--- config.mk ---
export PLATFORM = sky130hd
export DESIGN_NAME = usb_desc_fetch
export DESIGN_NICKNAME = d
export VERILOG_FILES = /design/src/rtl/usb_desc_fetch.sv
export SDC_FILE = /design/constraint.sdc
export NUM_CORES = 1
export LEC_CHECK = 0
export CORE_MARGIN = 1
export CORE_UTILIZATION = 40
export DETAILED_ROUTE_END_ITERATION = 6
export PLACE_DENSITY_LB_ADDON = 0.1
export SKIP_LAST_GASP = 1
export SLEW_MARGIN = 20
export SYNTH_ARGS = -nofsm -noshare
export SYNTH_HDL_FRONTEND = slang
export SYNTH_SLANG_ARGS = --single-unit
export TNS_END_PERCENT = 10
--- constraint.sdc ---
create_clock -name CLK -period 9.3 [get_ports CLK]
set_input_delay 0.93 -clock CLK [delete_from_list [all_inputs] [get_ports CLK]]
set_output_delay 0.93 -clock CLK [all_outputs]
set_load 0.005 [all_outputs]
--- src/rtl/usb_desc_fetch.sv ---
// usb_desc_fetch: GET_DESCRIPTOR sequencer, ROM to EP0 IN with MPS packetization.
// Define USB_DESC_STR_EN to serve string descriptors (type 3).
module usb_desc_fetch #(
    parameter int MPS       = 64,
    parameter bit HSSUPPORT = 1'b1
) (
    input  logic        CLK,
    input  logic        RESET,
    input  logic        i_req_valid,
    input  logic [7:0]  i_req_type,
    input  logic [7:0]  i_req_index,
    input  logic [15:0] i_req_wlength,
    input  logic        i_highspeed,
    input  logic        i_abort,
    input  logic [9:0]  i_desc_dev_addr,
    input  logic [9:0]  i_desc_qual_addr,
    input  logic [9:0]  i_desc_fscfg_addr,
    input  logic [9:0]  i_desc_hscfg_addr,
    input  logic [9:0]  i_desc_strlang_addr,
    input  logic [9:0]  i_desc_strvendor_addr,
    input  logic [9:0]  i_desc_strproduct_addr,
    input  logic [9:0]  i_desc_strserial_addr,
    input  logic [7:0]  i_desc_dev_len,
    input  logic [7:0]  i_desc_qual_len,
    input  logic [7:0]  i_desc_fscfg_len,
    input  logic [7:0]  i_desc_hscfg_len,
    input  logic [7:0]  i_desc_strvendor_len,
    input  logic [7:0]  i_desc_strproduct_len,
    input  logic [7:0]  i_desc_strserial_len,
    input  logic        i_descrom_have_strings,
    output logic [9:0]  o_descrom_raddr,
    input  logic [7:0]  i_descrom_rdat,
    output logic        o_txval,
    output logic [7:0]  o_txdat,
    input  logic        i_txpop,
    output logic        o_txpktend,
    output logic        o_zlp,
    input  logic        i_pkt_done,
    output logic        o_busy,
    output logic        o_stall
);

    typedef enum logic [2:0] {
        IDLE, LOOKUP, SEND, WAIT_ACK, ZLP, WAIT_ZLP, STALL
    } state_t;

    localparam logic [15:0] L_MASK = 16'(MPS - 1);
    localparam logic [6:0]  L_LAST = 7'(MPS - 1);

    state_t      r_state;
    state_t      w_next;
    logic [7:0]  r_type;
    logic [7:0]  r_index;
    logic [15:0] r_wlen;
    logic [15:0] r_total;
    logic [15:0] r_rem;
    logic [9:0]  r_ptr;
    logic [6:0]  r_pkt_cnt;

    logic        w_hit;
    logic [9:0]  w_base;
    logic [7:0]  w_len;
    logic [15:0] w_len16;
    logic [15:0] w_total;
    logic        w_go;
    logic        w_pktend;
    logic        w_latch;
    logic        w_need_zlp;

    always_comb begin
        w_hit  = 1'b0;
        w_base = '0;
        w_len  = '0;
        case (r_type)
            8'd1: begin
                w_hit  = 1'b1;
                w_base = i_desc_dev_addr;
                w_len  = i_desc_dev_len;
            end
            8'd2: begin
                w_hit  = 1'b1;
                w_base = i_highspeed ? i_desc_hscfg_addr : i_desc_fscfg_addr;
                w_len  = i_highspeed ? i_desc_hscfg_len : i_desc_fscfg_len;
            end
            8'd6: begin
                w_hit  = HSSUPPORT;
                w_base = i_desc_qual_addr;
                w_len  = i_desc_qual_len;
            end
            // Other-speed config: the descriptor of the speed we are not running at
            8'd7: begin
                w_hit  = HSSUPPORT;
                w_base = i_highspeed ? i_desc_fscfg_addr : i_desc_hscfg_addr;
                w_len  = i_highspeed ? i_desc_fscfg_len : i_desc_hscfg_len;
            end
`ifdef USB_DESC_STR_EN
            8'd3: begin
                case (r_index)
                    8'd0: begin
                        w_hit  = i_descrom_have_strings;
                        w_base = i_desc_strlang_addr;
                        w_len  = 8'd4;
                    end
                    8'd1: begin
                        w_hit  = i_descrom_have_strings;
                        w_base = i_desc_strvendor_addr;
                        w_len  = i_desc_strvendor_len;
                    end
                    8'd2: begin
                        w_hit  = i_descrom_have_strings;
                        w_base = i_desc_strproduct_addr;
                        w_len  = i_desc_strproduct_len;
                    end
                    8'd3: begin
                        w_hit  = i_descrom_have_strings;
                        w_base = i_desc_strserial_addr;
                        w_len  = i_desc_strserial_len;
                    end
                    default: ;
                endcase
            end
`endif
            default: ;
        endcase
    end

`ifndef USB_DESC_STR_EN
    logic w_unused;
    assign w_unused = ^{i_desc_strlang_addr, i_desc_strvendor_addr,
                        i_desc_strproduct_addr, i_desc_strserial_addr,
                        i_desc_strvendor_len, i_desc_strproduct_len,
                        i_desc_strserial_len, i_descrom_have_strings,
                        r_index};
`endif

    assign w_len16    = {8'd0, w_len};
    assign w_total    = (w_len16 < r_wlen) ? w_len16 : r_wlen;
    assign w_go       = w_hit && (w_len != 8'd0);
    assign w_pktend   = (r_pkt_cnt == L_LAST) || (r_rem == 16'd1);
    assign w_need_zlp = (r_total < r_wlen) && ((r_total & L_MASK) == 16'd0);
    assign w_latch    = i_req_valid && !i_abort &&
                        ((r_state == IDLE) || (r_state == STALL));

    always_comb begin
        w_next = r_state;
        case (r_state)
            IDLE:     if (i_req_valid) w_next = LOOKUP;
            LOOKUP: begin
                if (!w_go)                 w_next = STALL;
                else if (w_total == 16'd0) w_next = ZLP;
                else                       w_next = SEND;
            end
            SEND:     if (i_txpop && w_pktend) w_next = WAIT_ACK;
            WAIT_ACK: begin
                if (i_pkt_done) begin
                    if (r_rem != 16'd0) w_next = SEND;
                    else if (w_need_zlp) w_next = ZLP;
                    else                 w_next = IDLE;
                end
            end
            ZLP:      w_next = WAIT_ZLP;
            WAIT_ZLP: if (i_pkt_done) w_next = IDLE;
            STALL:    if (i_req_valid) w_next = LOOKUP;
            default:  w_next = IDLE;
        endcase
        if (i_abort) w_next = IDLE;
    end

    always_ff @(posedge CLK) begin
        if (RESET) begin
            r_state   <= IDLE;
            r_type    <= '0;
            r_index   <= '0;
            r_wlen    <= '0;
            r_total   <= '0;
            r_rem     <= '0;
            r_ptr     <= '0;
            r_pkt_cnt <= '0;
        end else begin
            r_state <= w_next;
            if (i_abort) begin
                r_rem     <= '0;
                r_ptr     <= '0;
                r_pkt_cnt <= '0;
            end else begin
                if (w_latch) begin
                    r_type  <= i_req_type;
                    r_index <= i_req_index;
                    r_wlen  <= i_req_wlength;
                end
                if (r_state == LOOKUP) begin
                    r_ptr     <= w_base;
                    r_rem     <= w_total;
                    r_total   <= w_total;
                    r_pkt_cnt <= '0;
                end
                if ((r_state == SEND) && i_txpop) begin
                    r_ptr     <= r_ptr + 10'd1;
                    r_rem     <= r_rem - 16'd1;
                    r_pkt_cnt <= r_pkt_cnt + 7'd1;
                end
                if ((r_state == WAIT_ACK) && i_pkt_done) r_pkt_cnt <= '0;
            end
        end
    end

    assign o_descrom_raddr = r_ptr;
    assign o_txval         = (r_state == SEND);
    assign o_txdat         = i_descrom_rdat;
    assign o_txpktend      = (r_state == SEND) && w_pktend;
    assign o_zlp           = (r_state == ZLP);
    assign o_busy          = (r_state != IDLE) && (r_state != STALL);
    assign o_stall         = (r_state == STALL);

endmodule

Word-level counts from Yosys, hierarchy flattened
Cells that the tools add are included.

word-level totals
  bits in registers = 76
  bits in latches = 0
  memory bits (writable) = 0
  ROM bits = 0
  bits of input ports = 184
  output and inout bits = 23
  word-level logic and storage cells = 79
  memories = 0

operators by class
  add/subtract/negate cells = 3
  $mul = 0
  divide/modulo/power cells = 0
  order comparisons = 2
  equal/unequal tests = 17
  shift-type cells = 0
  muxes and demuxes = 23
  bitwise gates (word level) = 1
  reduce and logical (&&, ||, !) cells = 26

operator list
  cell                                                                   count
  16-bit two-way mux                                                     3
  10-bit two-way mux                                                     4
  10-bit one-hot mux with 4 select lines                                 1
  16-bit zero test                                                       2
  8-bit one-hot mux with 4 select lines                                  1
  3-bit two-way mux                                                      8
  3-bit one-hot mux with 6 select lines                                  1
  16-bit by 1-bit == test with 1-bit output (second input constant)      1
  8-bit by 3-bit == test with 1-bit output (second input constant)       2
  16-bit < comparator                                                    1
  8-bit by 16-bit < comparator with 1-bit output                         1
  8-bit two-way mux                                                      2
  16-bit nonzero test                                                    1
  16-bit by 1-bit subtractor with 16-bit output (second input constant)  1
  7-bit two-way mux                                                      2
  10-bit by 1-bit adder with 10-bit output (second input constant)       1
  3-bit == test (second input constant)                                  3
  1-bit logical AND                                                      9
  8-bit by 1-bit == test with 1-bit output (second input constant)       1
  8-bit by 2-bit == test with 1-bit output (second input constant)       1
  8-bit nonzero test                                                     1
  7-bit by 1-bit adder with 7-bit output (second input constant)         1
  7-bit by 6-bit == test with 1-bit output (second input constant)       1
  3-bit by 2-bit == test with 1-bit output (second input constant)       2
  16 further kinds                                                       21

Longest topological paths before layout
Gate-level depths: netlist of run 1.

  depth after elaboration = 8
  depth in mapped cells = 14
  gate-level depth less buffers = 12

Least setup slack after synthesis of run 1
Ideal clock, no wire load.

  path kind = input to register
  start = input i_highspeed
  end = register r_total[2]
  setup time = 114 ps
  arrival time = 3797 ps
  required time = 9186 ps
  slack = 5389 ps
  stages on the path = 13
  path buffers = 2
  cell sequence = buf_2 > buf_2 > mux2i_1 > o22ai_1 > a221o_1 > ha_1 > o21ai_0 > a2111o_1 > a2bb2oi_2 > a41oi_4 > mux2i_1 > nor2_1 > a21o_1

on the way
  cells in the longest elaborated chain, start to end = 4
  elaborated cells between the ends (all ways) = 5
  those cells by class = order compare (1); mux (4)

RTL lines
  what                                            RTL line  source
  start, declared                                 13        input logic i_highspeed,
  8-bit two-way mux, on equally long branches     94, 83
  8-bit one-hot mux with 4 select lines (*)       74        case (r_type)
  8-bit by 16-bit < comparator with 1-bit output  137       assign w_total = (w_len16 < r_wlen) ? w_len16 : r_wlen;
  16-bit two-way mux (*)                          137
  end signal, assigned                            194       r_total <= w_total;
  end, declared                                   55        logic [15:0] r_total;

Every way passes the cells marked *; elsewhere a longest branch is shown, timed or not.
A chain may end at the register's enable or synchronous reset.

Worst setup path after layout of run 1
  start = input i_highspeed
  end = register r_rem[4]

on the way
  cells in the longest elaborated chain, start to end = 6
  elaborated cells between the ends (all ways) = 7
  those cells by class = order compare (1); mux (6)

RTL lines
  what                                            RTL line  source
  8-bit two-way mux, on equally long branches     94, 83
  8-bit one-hot mux with 4 select lines (*)       74
  8-bit by 16-bit < comparator with 1-bit output  137
  16-bit two-way mux (*)                          137
  16-bit two-way mux (*)                          191       if (r_state == LOOKUP) begin
  16-bit two-way mux (*)                          197       if ((r_state == SEND) && i_txpop) begin
  end signal, assigned                            193       r_rem <= w_total;
  end signal, assigned                            199       r_rem <= r_rem - 16'd1;
  end, declared                                   56        logic [15:0] r_rem;

Every way passes the cells marked *; elsewhere a longest branch is shown, timed or not. The select of a mux whose other input is x is not followed.

==> flow_summary.ini, run 1 <==
[floorplan]
core_um2 = 12100
dieArea_um2 = 13000
die_width_um = 114
start_util = 0.414
num_io_pins = 207
fp-row-count = 40
dieHeight_um = 114

[power]
power.density_nw_per_um2 = 135
peakVddDrop_uv = 91.9
p_sw_frac = 0.268
power_frac_comb = 0.204
power_leakage_nw = 2.54
seqPwrFrac = 0.391
switching_power_mw = 0.236
intPower_mw = 0.643
clkPwrFrac = 0.405

[timing]
rsz0062_at_grt = false
final.setup.tns_ns = 0
finalHoldViolations = 0
period_share = 0.454
setup_viol = 0
slew_violations = 0
fin_crit_ns = 4.22
fin_skew_ns = 0.0108
fmax_mhz = 237
maxSlewHeadroom = 0.306
worst_pin_slew_ns = 1.04

[detailed_routing]
drtPass1Iterations = 4
wl_per_cell_um = 15.0
routed_wl_mm = 13.3
vias_per_cell = 5.49
drtIter0Drc = 222
vias = 4879
ant_nets = 0
drc_errors = 0

[setup_path]
crit_chain = buf_2 > mux2i_1 > o22ai_1 > a221o_1 > ha_1 > o21ai_0 > a2111o_1 > a2bb2oi_2 > a41oi_4 > mux2i_1 > nor2_1 > a21o_1
worst-path-max-fanout = 36
cp.depth = 12
rr_worst_depth = 11
crit_family = compound AO/OA/AOI/OAI gates
crit_start = i_highspeed
crit_path_top_delay_cell = buf_2
start_kind = primary input
cp.required_ns = 9.54
cp_common_cell = mux2i_1
arrival_ns = 4.46
r2r-start = r_type[3]$_SDFFE_PP0P_
r2r_end = r_rem[4]$_SDFFE_PP0P_
end_kind = flip-flop
critPathMaxStageDelay_ns = 0.73
criticalPathCategory = in2reg
critical_path_buf_inv_count = 1
rrSetupSlack_ns = 5.38
crit_end = r_rem[4]$_SDFFE_PP0P_

[synthesis]
synth_common_cells = nand2_1 (84), dfxtp_1 (76), a21oi_1 (61)
synth_top_area_share = 0.303
synthCells = 629
yosysSeqAreaShare = 0.303
ys_warn_count = 0
yosys-top-cells-area = dfxtp_1 (30%), mux2i_1 (8.8%), ha_1 (6.5%)
synth_flop_cell = dfxtp_1
netlist_area_um2 = 5010
yosysUniqueCellTypes = 68
syn_nets = 839
syn_avg_cell_area_um2 = 7.97
synth_most_common_cell = nand2_1
synth_top_area_cell = dfxtp_1
ys_seq_elements = 76
async_flop_share = 0
synth_edf_count = 0

[final_layout]
drive_gt1_frac = 0.0499
areaGrowthSynthToFinish_pct = 29.6
nNetsFinal = 926
utilization = 0.537
fill_cells = 1188
diodes = 0

[global_route]
antenna_found_initial = 0
grtUsageTotal = 0.215
grt_remaining_overflow = 0
first_global_vias = 4798
grt_max_degree = 37
grt_pass1_wl_mm = 22.3

[clocking]
numCtsBuffers = 9
h-tree-depth = 3
cts_tree = done
cts_resized = 0
cts.sinks = 76
clk_latency_ns = 0.34
cts_buffer_depth = 2
post_cts_buffers = 0
clk_pin_slew_worst_paths_ns = 0.06
cts_root_buf = clkbuf_16
cts_hold_buf = 0

[place]
place.detailed.hpwl_mm = 10.4
gp_congestion = 0.848
io_buffers = 117

[worst_hold_path]
hold_class = reg2reg

[status]
status = complete, no violations

[flow_run]
maxCapViolations = 0
through the flow:
| stage | std cells | power (mW) | hold slack, ns | instance area, um^2 | setup slack (ns) |
|---|---|---|---|---|---|
| final | 889 | 0.879 | 0.464 | 6500 | 5.08 |
| after global routing | 889 | 0.920 | 0.481 | 6500 | 4.83 |
| after global placement | 873 | 0.527 | 0.440 | 6200 | 4.81 |
| after detailed placement | 873 | 0.530 | 0.450 | 6200 | 4.72 |
| after floorplan | 629 | 0.460 | 0.430 | 5010 | 5.39 |
| after CTS | 889 | 0.887 | 0.466 | 6500 | 5.09 |
kinds of logic (layout without fill, tap and decap cells):
logic type,after synthesis,in the layout,synth area share
adders and majority gates,26,26,0.0649
and+or+nand+nor,220,220,0.218
DFF,76,76,0.303
xor gates and xnor gates,3,3,0.00524
muxes,49,49,0.0991
AOI/OAI and AO/OA,184,184,0.245
buffers and inverters,71,163,0.0646
metal layers:
metal  part of all wire  up-vias  global-route usage
li1                   -     2486                   -
met1               0.45     2268               0.260
met2               0.49      107               0.387
met3              0.035       18              0.0298
met4              0.019        0              0.0805
met5                  0        -                   0
power by group through the flow:
stage	combinational, mW	clock [mW]	sequential (mW)
after floorplan	0.114	0	0.346
after global placement	0.177	0	0.350
after detailed placement	0.179	0	0.351
after CTS	0.180	0.364	0.343
after global routing	0.198	0.377	0.345
final	0.179	0.356	0.343
how the worst min path moves through the flow:
stage | from | to | slack (ns) | cells past startpoint
after CTS | r_type[5]$_SDFFE_PP0P_ | r_type[5]$_SDFFE_PP0P_ | 0.47 | 2
after global placement | r_total[6]$_SDFFE_PP0P_ | r_total[6]$_SDFFE_PP0P_ | 0.44 | 1
after global routing | r_total[11]$_SDFFE_PP0P_ | r_total[11]$_SDFFE_PP0P_ | 0.48 | 1
after detailed placement | r_total[14]$_SDFFE_PP0P_ | r_total[14]$_SDFFE_PP0P_ | 0.45 | 1
after floorplan | r_total[6]$_SDFFE_PP0P_ | r_total[6]$_SDFFE_PP0P_ | 0.43 | 1
final | r_total[7]$_SDFFE_PP0P_ | r_total[7]$_SDFFE_PP0P_ | 0.46 | 1
sequential cells by signal, indices dropped and copies added (netlist names):
| register | count |
|---|---|
| r_rem | 16 |
| r_wlen | 16 |
| r_state | 3 |
| o_descrom_raddr | 10 |
| r_type | 8 |
| r_pkt_cnt | 7 |
| r_total | 16 |
area by class of cell:
type,count,area (um^2),area share
clock inverters,5,60.1,0.00924
clock buffers,11,243,0.0374
well taps,168,210,0.0323
inverters,27,101,0.0156
flip-flops and latches,76,1520,0.234
multi-input cells,482,3170,0.488
repair buffers,120,1190,0.183
cell usage in the layout (no fill, tap or decap), types with 6 or more instances in the layout:
| master | count |
|---|---|
| a211oi_1 | 6 |
| a21o_1 | 16 |
| a21oi_1 | 61 |
| a221o_1 | 8 |
| a22oi_1 | 6 |
| a31oi_1 | 6 |
| and2_1 | 12 |
| clkbuf_16 | 9 |
| clkdlybuf4s50_1 | 116 |
| dfxtp_1 | 76 |
| ha_1 | 26 |
| inv_1 | 26 |
| mux2i_1 | 44 |
| nand2_1 | 84 |
| nand2b_1 | 6 |
| nand3_1 | 19 |
| nand4_1 | 8 |
| nor2_1 | 40 |
| nor3_1 | 15 |
| nor4_1 | 8 |
| o211ai_1 | 7 |
| o21ai_0 | 13 |
| o21ai_1 | 8 |
| o22ai_1 | 21 |
(Power assumes the default switching activity.)
==> run 2, diff against run 1 <==
- clock period: 9.3 -> 3.51 ns (I/O delays scaled with it)
==> run 2 against run 1 <==
  * Clock power grew to 3.2 times the previous value
  * Non-clock buffer count grew 24
  * Global-route usage is essentially flat
  * Routed wire length grew 2.0%
  * Critical path depth grew 1
  * Power grew to 2.9 times the previous value
  * Worst setup slack lost 5.0 ns
  * Register-to-register slack lost 5.3 ns
  * Highest routed layer unchanged
  * Cell area grew 4.3%
==> flow_summary.ini, run 2 (synthesis gave the netlist of run 1 again) <==
[status]
status = complete, no violations

[power]
power_leakage_nw = 2.70
power.density_nw_per_um2 = 379
peakVddDrop_uv = 428
seqPwrFrac = 0.354
intPower_mw = 1.93
power_frac_comb = 0.203
clkPwrFrac = 0.444
p_sw_frac = 0.247
switching_power_mw = 0.635

[final_layout]
drive_gt1_frac = 0.0872
final_cell_mix = clkdlybuf4s50_1 (116), nand2_1 (84), dfxtp_1 (76), a21oi_1 (61), mux2i_1 (42)
areaGrowthSynthToFinish_pct = 35.2
diodes = 0
mostFrequentLayoutCell = clkdlybuf4s50_1
reg_top3 = r_rem (16), r_total (16), r_wlen (16)
fill_cells = 1169
nNetsFinal = 950

[place]
place.detailed.hpwl_mm = 10.5
place_ws_ns = 0.0142
gp_congestion = 0.835
io_buffers = 117

[setup_path]
worst-path-max-fanout = 7
rr_worst_depth = 13
criticalPathCategory = reg2reg
arrival_ns = 3.68
start_kind = flip-flop
rrSetupSlack_ns = 0.06
cp.required_ns = 3.75
end_kind = flip-flop
r2r_end = r_rem[4]$_SDFFE_PP0P_
r2r-start = r_type[6]$_SDFFE_PP0P_
crit_start = r_type[6]$_SDFFE_PP0P_

[global_route]
grt_max_degree = 28
antenna_found_initial = 0
grt_pass1_wl_mm = 22.4
grt_remaining_overflow = 0
grtUsageTotal = 0.215
first_global_vias = 4774

[floorplan]
die_width_um = 114
num_io_pins = 207
dieArea_um2 = 13000
fp-row-count = 40
dieHeight_um = 114
start_util = 0.414
core_um2 = 12100

[clocking]
cts.sinks = 76
cts_hold_buf = 0
numCtsBuffers = 9
clk_latency_ns = 0.34
cts_root_buf = clkbuf_16
cts_buffer_depth = 2
clk_pin_slew_worst_paths_ns = 0.06
h-tree-depth = 3
cts_tree = done

[detailed_routing]
met2_length_mm = 6.72
drt-met1-wl_mm = 6.24
routed_wl_mm = 13.6
vias_per_cell = 5.38
vias = 4911
drc_errors = 0
dr_wl_met3_um = 508
dr.max_layer_used = met4
drtIter0Drc = 260
ant_nets = 0
drtPass1Iterations = 4
wl_per_cell_um = 14.9

[timing]
fin_crit_ns = 3.45
finalHoldViolations = 0
maxSlewHeadroom = 0.345
worst_pin_slew_ns = 0.983
slew_violations = 0
timing.hold.ws_ns = 0.463
period_share = 0.982
final.setup.tns_ns = 0
setup_viol = 0
fmax_mhz = 290
fin_skew_ns = 0.00890
worst_slack_ns = 0.0623
rsz0062_at_grt = true

[worst_hold_path]
hold_depth = 1
hold_start = r_total[8]$_SDFFE_PP0P_
hold_class = reg2reg
min_to = r_total[8]$_SDFFE_PP0P_

[flow_run]
maxCapViolations = 0
[run 2: per-layer routing]
layer  track usage  vias to the layer above
met5             0                        -
met4        0.0615                        0
met3        0.0383                       11
met2         0.377                       95
met1         0.269                     2277
li1              -                     2528
[run 2: area by class of cell]
type / instances / area, um^2 / area share
Clock inverter: 6 / 136 / 0.0201
Sequential cell: 76 / 1520 / 0.224
Clock buffer: 10 / 229 / 0.0338
Multi-Input combinational cell: 482 / 3200 / 0.472
Inverter: 27 / 101 / 0.0150
Tap cell: 168 / 210 / 0.0310
Timing Repair Buffer: 144 / 1380 / 0.204
[run 2: how the worst max path moves through the flow]
stage / slack [ns] / endpoint / depth (start not counted)
finish: 0.06 / r_rem[4]$_SDFFE_PP0P_ / 13
detailed placement: 0.01 / r_rem[4]$_SDFFE_PP0P_ / 12
CTS: 0.03 / r_rem[4]$_SDFFE_PP0P_ / 12
floorplan: 0.18 / r_total[2]$_SDFFE_PP0P_ / 13
global route: -0.10 / r_rem[7]$_SDFFE_PP0P_ / 13
global placement: 0.05 / r_rem[4]$_SDFFE_PP0P_ / 12
[run 2: critical path, stage by stage (launching register included)]
cell and delay (ns):
dfxtp_1 0.32, or4_4 0.58, nor4_4 0.31, buf_4 0.15
a221o_1 0.22, ha_4 0.16, nand4_1 0.10, a2111o_1 0.44
a2bb2oi_2 0.17, a41oi_4 0.24, buf_12 0.16, mux2i_2 0.22
nor2_1 0.09, a21o_1 0.17
[run 2: repair_timing]
action / in CTS / in global routing
hold endpoints to repair: 0 / 0
setup endpoints to repair: 0 / 14
setup buffers: 0 / 7
gates resized for setup: 0 / 6
[run 2: power groups by stage]
| stage | combinational (mW) | sequential [mW] | clock, mW |
|---|---|---|---|
| 2_1_floorplan | 0.301 | 0.917 | 0 |
| 3_5_place_dp | 0.491 | 0.927 | 0 |
| 3_3_place_gp | 0.483 | 0.926 | 0 |
| 4_1_cts | 0.494 | 0.908 | 1.16 |
| 5_1_grt | 0.568 | 0.912 | 1.19 |
| 6_report | 0.520 | 0.908 | 1.14 |
[run 2: metrics by stage]
stage	power (mW)	util	area [um^2]	cells
after floorplan	1.22	-	5010	629
after global placement	1.41	0.522	6320	890
after detailed placement	1.42	0.522	6320	890
after CTS	2.56	0.552	6690	906
after global routing	2.67	0.560	6780	913
final	2.57	0.560	6780	913
